===== src/rtl/serial_rx_arbiter_pkg.sv =====
// Shared types and helpers for the serial_rx_arbiter slice.
// Provides the FSM state enum and a $clog2 helper that never returns 0.
package ser_rx_arb_pkg;

  typedef enum logic [0:0] {
    IDLE  = 1'b0,
    SHIFT = 1'b1
  } state_e;

  function automatic int unsigned clog2_min1(input int unsigned n);
    return (n <= 1) ? 1 : unsigned'($clog2(n));
  endfunction

endpackage


===== src/rtl/serial_rx_arbiter_if.sv =====
// Requester/consumer-facing bundle of serial_rx_arbiter.
// timeout_err exists only when SER_RX_ARB_TIMEOUT_EN is defined.
interface serial_rx_arbiter_if
  import ser_rx_arb_pkg::*;
#(
  parameter int unsigned width = 8,
  parameter int unsigned n_src = 4
);
  localparam int unsigned src_w = clog2_min1(n_src);

  logic [n_src-1:0] req;
  logic [n_src-1:0] serial_valid;
  logic [n_src-1:0] serial_data;
  logic [n_src-1:0] grant;
  logic             busy;
  logic             parallel_valid;
  logic [width-1:0] parallel_data;
  logic [src_w-1:0] parallel_src;
`ifdef SER_RX_ARB_TIMEOUT_EN
  logic             timeout_err;

  modport master (
    output req, serial_valid, serial_data,
    input  grant, busy, parallel_valid, parallel_data, parallel_src, timeout_err
  );
  modport slave (
    input  req, serial_valid, serial_data,
    output grant, busy, parallel_valid, parallel_data, parallel_src, timeout_err
  );
`else
  modport master (
    output req, serial_valid, serial_data,
    input  grant, busy, parallel_valid, parallel_data, parallel_src
  );
  modport slave (
    input  req, serial_valid, serial_data,
    output grant, busy, parallel_valid, parallel_data, parallel_src
  );
`endif

endinterface


===== src/rtl/serial_rx_arbiter_rr_arbiter.sv =====
// Combinational round-robin picker: first requester at or after ptr_i, with wrap.
// Output is one-hot, or zero when nobody requests.
module rr_arbiter
  import ser_rx_arb_pkg::*;
#(
  parameter int unsigned n_src = 4,
  localparam int unsigned src_w = clog2_min1(n_src)
) (
  input  logic [n_src-1:0] req_i,
  input  logic [src_w-1:0] ptr_i,
  output logic [n_src-1:0] sel_o
);

  logic found;

  // Walk priority distance k from ptr; the first hit wins.
  always_comb begin
    sel_o = '0;
    found = 1'b0;
    for (int unsigned k = 0; k < n_src; k++) begin
      for (int unsigned i = 0; i < n_src; i++) begin
        if (!found && req_i[i] && (i == ((32'(ptr_i) + k) % n_src))) begin
          sel_o[i] = 1'b1;
          found    = 1'b1;
        end
      end
    end
  end

endmodule


===== src/rtl/serial_rx_arbiter.sv =====
// Round-robin shared LSB-first deserializer for n_src serial requesters.
// Optional feature macro: SER_RX_ARB_TIMEOUT_EN (silent-source timeout abort).
module serial_rx_arbiter
  import ser_rx_arb_pkg::*;
#(
  parameter int unsigned width = 8,
  parameter int unsigned n_src = 4
`ifdef SER_RX_ARB_TIMEOUT_EN
  , parameter int unsigned timeout = 64
`endif
) (
  input logic                clk,
  input logic                rst,
  serial_rx_arbiter_if.slave bus
);

  localparam int unsigned src_w = clog2_min1(n_src);
  localparam int unsigned cnt_w = clog2_min1(width);

  state_e           state_q;
  logic [n_src-1:0] grant_q;
  logic [src_w-1:0] ptr_q;
  logic [src_w-1:0] src_q;
  logic [cnt_w-1:0] cnt_q;
  logic [width-1:0] sr_q;
  logic [width-1:0] sr_d;
  logic [width-1:0] pdata_q;
  logic [src_w-1:0] psrc_q;
  logic             busy_q;
  logic             pv_q;

  logic [n_src-1:0] sel_c;
  logic [src_w-1:0] sel_idx_c;
  logic [src_w-1:0] ptr_d;
  logic             g_req_c;
  logic             g_valid_c;
  logic             g_data_c;
  logic             last_c;

`ifdef SER_RX_ARB_TIMEOUT_EN
  localparam int unsigned to_w = clog2_min1(timeout);
  logic [to_w-1:0] to_q;
  logic            terr_q;
  assign bus.timeout_err = terr_q;
`endif

  rr_arbiter #(.n_src(n_src)) u_rr (
    .req_i (bus.req),
    .ptr_i (ptr_q),
    .sel_o (sel_c)
  );

  // Granted-lane views via the one-hot grant mask; other lanes are ignored.
  always_comb begin
    g_req_c   = |(bus.req & grant_q);
    g_valid_c = |(bus.serial_valid & grant_q);
    g_data_c  = |(bus.serial_data & grant_q);
    sel_idx_c = '0;
    for (int unsigned i = 0; i < n_src; i++) begin
      if (sel_c[i]) sel_idx_c = src_w'(i);
    end
    ptr_d  = ((32'(sel_idx_c) + 32'd1) >= n_src) ? '0 : sel_idx_c + src_w'(1);
    sr_d   = {g_data_c, sr_q[width-1:1]};
    last_c = (cnt_q == cnt_w'(width - 1));
  end

  always_ff @(posedge clk or posedge rst) begin
    if (rst) begin
      state_q <= IDLE;
      grant_q <= '0;
      ptr_q   <= '0;
      src_q   <= '0;
      cnt_q   <= '0;
      sr_q    <= '0;
      pdata_q <= '0;
      psrc_q  <= '0;
      busy_q  <= 1'b0;
      pv_q    <= 1'b0;
`ifdef SER_RX_ARB_TIMEOUT_EN
      to_q    <= '0;
      terr_q  <= 1'b0;
`endif
    end else begin
      pv_q <= 1'b0;
`ifdef SER_RX_ARB_TIMEOUT_EN
      terr_q <= 1'b0;
`endif
      case (state_q)
        IDLE: begin
          if (|bus.req) begin
            state_q <= SHIFT;
            grant_q <= sel_c;
            busy_q  <= 1'b1;
            src_q   <= sel_idx_c;
            ptr_q   <= ptr_d;
            cnt_q   <= '0;
`ifdef SER_RX_ARB_TIMEOUT_EN
            to_q    <= '0;
`endif
          end
        end
        SHIFT: begin
          if (!g_req_c) begin
            // Source withdrew: drop the partial word, keep the advanced pointer.
            state_q <= IDLE;
            grant_q <= '0;
            busy_q  <= 1'b0;
          end else if (g_valid_c) begin
            sr_q <= sr_d;
`ifdef SER_RX_ARB_TIMEOUT_EN
            to_q <= '0;
`endif
            if (last_c) begin
              state_q <= IDLE;
              grant_q <= '0;
              busy_q  <= 1'b0;
              pv_q    <= 1'b1;
              pdata_q <= sr_d;
              psrc_q  <= src_q;
            end else begin
              cnt_q <= cnt_q + cnt_w'(1);
            end
          end
`ifdef SER_RX_ARB_TIMEOUT_EN
          else if (to_q == to_w'(timeout - 1)) begin
            state_q <= IDLE;
            grant_q <= '0;
            busy_q  <= 1'b0;
            terr_q  <= 1'b1;
          end else begin
            to_q <= to_q + to_w'(1);
          end
`endif
        end
        default: state_q <= IDLE;
      endcase
    end
  end

  assign bus.grant          = grant_q;
  assign bus.busy           = busy_q;
  assign bus.parallel_valid = pv_q;
  assign bus.parallel_data  = pdata_q;
  assign bus.parallel_src   = psrc_q;

endmodule


===== src/flat_wrapper.sv =====
// flat-port wrapper written by rule: the top's interface ports become plain ports
module serial_rx_arbiter_flat import ser_rx_arb_pkg::*;
#(
  parameter int unsigned width = 8,
  parameter int unsigned n_src = 4

)
  (clk, rst, bus_req, bus_serial_valid, bus_serial_data, bus_grant, bus_busy, bus_parallel_valid, bus_parallel_data, bus_parallel_src);
  serial_rx_arbiter_if #(.width(width), .n_src(n_src)) bus_i ();
  input logic clk;
  input logic rst;
  input wire logic [$bits(bus_i.req)-1:0] bus_req;
  input wire logic [$bits(bus_i.serial_valid)-1:0] bus_serial_valid;
  input wire logic [$bits(bus_i.serial_data)-1:0] bus_serial_data;
  output wire logic [$bits(bus_i.grant)-1:0] bus_grant;
  output wire logic [$bits(bus_i.busy)-1:0] bus_busy;
  output wire logic [$bits(bus_i.parallel_valid)-1:0] bus_parallel_valid;
  output wire logic [$bits(bus_i.parallel_data)-1:0] bus_parallel_data;
  output wire logic [$bits(bus_i.parallel_src)-1:0] bus_parallel_src;
  assign bus_i.req = bus_req;
  assign bus_i.serial_valid = bus_serial_valid;
  assign bus_i.serial_data = bus_serial_data;
  assign bus_grant = bus_i.grant;
  assign bus_busy = bus_i.busy;
  assign bus_parallel_valid = bus_i.parallel_valid;
  assign bus_parallel_data = bus_i.parallel_data;
  assign bus_parallel_src = bus_i.parallel_src;
  serial_rx_arbiter #(.width(width), .n_src(n_src)) u_core (.clk(clk), .rst(rst), .bus(bus_i));
endmodule

===== config.mk =====
export PLATFORM = sky130hd
export DESIGN_NAME = serial_rx_arbiter_flat
export DESIGN_NICKNAME = d
export VERILOG_FILES = /design/src/rtl/serial_rx_arbiter_pkg.sv /design/src/rtl/serial_rx_arbiter_if.sv /design/src/rtl/serial_rx_arbiter_rr_arbiter.sv /design/src/rtl/serial_rx_arbiter.sv /design/src/flat_wrapper.sv
export SDC_FILE = /design/constraint.sdc
export NUM_CORES = 1
export LEC_CHECK = 0
export ABC_AREA = 1
export CAP_MARGIN = 10
export CORE_MARGIN = 5
export CORE_UTILIZATION = 30
export CTS_CLUSTER_DIAMETER = 120
export DETAILED_ROUTE_END_ITERATION = 10
export GPL_ROUTABILITY_DRIVEN = 0
export PLACE_DENSITY = 0.56
export SLEW_MARGIN = 20
export SYNTH_ARGS = -nofsm -noshare
export SYNTH_HDL_FRONTEND = slang
export SYNTH_SLANG_ARGS = --single-unit

===== constraint.sdc =====
create_clock -name clk -period 2.85 [get_ports clk]
set_clock_uncertainty 0.05 [all_clocks]
set_input_delay 0.57 -clock clk [delete_from_list [all_inputs] [get_ports clk]]
set_output_delay 0.57 -clock clk [all_outputs]
set_load 0.02 [all_outputs]

==> reports/metrics.cfg <==
[critical_path]
worstSetupPathType = in2reg
reg2reg_from = u_core.ptr_q[1]
cp_max_fo = 8
path_cells = clkdlybuf4s50_1, nand3_1, nand3_2, nor2_4, nand4_4, nor2_4, nand4_4, nor2_4, nand4_1, nand2_1, nand2_1, nand2_1, nor2_1
startpoint_type = input pin
ff2ff_setup_slack_ps = 870
arrival_ps = 2420
crit_path_end_kind = register
r2r_cells = 13
slowest_stage = clkdlybuf4s50_1
slowest_delay_ps = 550
cp.buffers_inverters = 1
crit_family = simple AND/OR/NAND/NOR gates
r2r-end = u_core.ptr_q[0]
required_ps = 2970

[route]
drtIter0Drc = 46
routedWlPerCell_um = 11.9
vias = 1334
via_per_inst = 4.55
drc = 0
first_pass_iters = 4
antenna_left = 0
wirelength_um = 3470

[placement]
dpl.cell_count = 286
dp_hpwl_um = 2650
io_buffers = 29
placed_area_um2 = 1950

[sta]
min_period_ps = 2290
fin_tns_setup_ps = 0
max_freq_ghz = 0.437
finalCritPeriodShare = 0.804
setup_viol = 0
worst_pin_slew_ps = 415
slew_viol_final = 0
max_slew_margin = 0.721
rsz0062_at_grt = false
final-hold-violation-count = 0

[final_layout]
layout_common_cells = 48 x nand2_1, 31 x dfrtp_1, 29 x clkdlybuf4s50_1
drive_gt1_frac = 0.0942
area_delta_synth_final_pct = 29.7
finalInstanceArea_um2 = 2040
layout_commonest_cell = nand2_1
stdcell_count = 293
diodes = 0
post-route-util = 0.399
fin_nets = 239
nFillCells = 556

[outcome]
status = finished, final reports clean

[worst_hold_path]
hold_depth = 2
min-delay-start = u_core.bus.parallel_src[0]
min_to = u_core.bus.parallel_src[0]
hold_class = reg2reg

[cts]
clkTransAtPathRegs_ps = 60
cts_tree = done
cts_max_level = 2
cts_made_buffers = 5
clk_path_buf_depth = 2
cts_sinks = 31
clk_latency_ps = 280
cts.hold.buffers_added = 0
cts_root_buf = clkbuf_8
post-cts-setup-buffers = 0
cts-resized-gates = 0

[global_routing]
grt_max_degree = 32
grt_pass1_vias = 1265
grt_pass1_wl_um = 5740
antenna_found_initial = 0
grt_use_total = 0.112
overflow = 0

[yosys]
synth-seq-cells = 31
synth_area_um2 = 1570
syn_inst = 188
syn_nets = 204
ys_warn_count = 0
synth_area_per_cell_um2 = 8.35
synth.distinct_cells = 29
seq_area_frac_synth = 0.494

[flow_run]
maxCapViolations = 0

[power_and_ir_drop]
power_w = 0.00170
p_leak_nw = 0.934
power_density_nw_per_um2 = 836
vdd_drop_max_v = 0.000291

[floorplan]
die-area_um2 = 6780
ioPinCount = 30
die_x_um = 82.3
initial_core_util = 0.307
die_height_um = 82.3
core_um2 = 5110
rows = 26

==> report_power, final <==
part / switching [W] / internal, W
clock: 0.000158 / 0.000189
combinational: 0.000426 / 0.000273
sequential: 0.0000975 / 0.000560
==> per-stage QoR <==
| step | hold slack [ps] | worst slack (ps) |
|---|---|---|
| 4_1_cts | 427 | 558 |
| 3_3_place_gp | 408 | 311 |
| 3_5_place_dp | 410 | 251 |
| 6_report | 420 | 559 |
| 5_1_grt | 441 | 362 |
| 2_1_floorplan | 399 | 880 |
==> cell families after synthesis <==
kind of cell    count (synthesis)  synth area share
simple gates                   92             0.288
buf+inv                        32            0.0869
flops                          31             0.494
fa+ha+maj                       2            0.0159
compound gates                 31             0.115
==> cells in the mapped netlist <==
master | count | share of area
a211oi_1 | 1 | 0.0048
a21oi_1 | 3 | 0.0096
a221oi_1 | 1 | 0.0056
a22o_1 | 1 | 0.0056
a22oi_1 | 1 | 0.0048
buf_2 | 2 | 0.0064
bufinv_8 | 1 | 0.011
clkbuf_1 | 1 | 0.0024
clkinv_1 | 2 | 0.0048
dfrtp_1 | 31 | 0.49
ha_1 | 2 | 0.016
inv_1 | 24 | 0.057
inv_2 | 2 | 0.0048
nand2_1 | 48 | 0.11
nand2_2 | 1 | 0.0040
nand3_1 | 13 | 0.041
nand3_2 | 2 | 0.013
nand4_1 | 5 | 0.020
nand4_4 | 2 | 0.027
nor2_1 | 15 | 0.036
nor2_4 | 3 | 0.022
nor3_1 | 1 | 0.0032
nor4_1 | 1 | 0.0040
o211ai_1 | 1 | 0.0048
o21ai_1 | 18 | 0.057
o21bai_1 | 1 | 0.0048
o22ai_1 | 3 | 0.012
o311ai_0 | 1 | 0.0056
or2_2 | 1 | 0.0040
==> worst max path at each step <==
stage          depth (start not counted)  slack, ps              end        from
6_report                              13        560  u_core.ptr_q[0]  bus_req[1]
5_1_grt                               13        360  u_core.ptr_q[0]  bus_req[1]
4_1_cts                               13        560  u_core.ptr_q[0]  bus_req[1]
3_5_place_dp                          13        250  u_core.ptr_q[0]  bus_req[1]
3_3_place_gp                          13        310  u_core.ptr_q[0]  bus_req[1]
2_1_floorplan                         13        880  u_core.ptr_q[0]  bus_req[1]
==> sequential cells by signal (all words and copies together) (netlist names) <==
| name | flops |
|---|---|
| u_core.cnt_q | 3 |
| u_core.ptr_q | 2 |
| u_core.bus.parallel_valid | 1 |
| u_core.bus.busy | 1 |
| u_core.state_q | 1 |
| u_core.src_q | 2 |
| u_core.bus.parallel_data | 8 |
| u_core.bus.grant | 4 |
| u_core.sr_q | 7 |
| u_core.bus.parallel_src | 2 |
==> layout make-up <==
class	count	area (µm²)	area share
Sequential cell	31	776	0.381
Clock buffer	6	82.6	0.0405
Inverter	29	123	0.0602
Multi-Input combinational cell	125	658	0.323
Timing Repair Buffer	31	305	0.150
Clock inverter	1	5.00	0.00246
Tap cell	70	87.6	0.0430
==> worst register-to-register path: stages (launching register included) <==
cell and delay, ps:
dfrtp_1 460, inv_1 130, nand3_1 120, nand3_2 110
nor2_4 140, nand4_4 100, nor2_4 150, nand4_4 110
nor2_4 140, nand4_1 90, nand2_1 70, nand2_1 90
nand2_1 70, nor2_1 30
==> per-layer routing <==
layer	routed length, µm	vias up	global-route usage
li1	-	685	-
met1	1540	613	0.132
met2	1650	28	0.188
met3	227	8	0.0369
met4	57	0	0.0449
met5	0	-	0
Power figures use the tool's default switching activity.
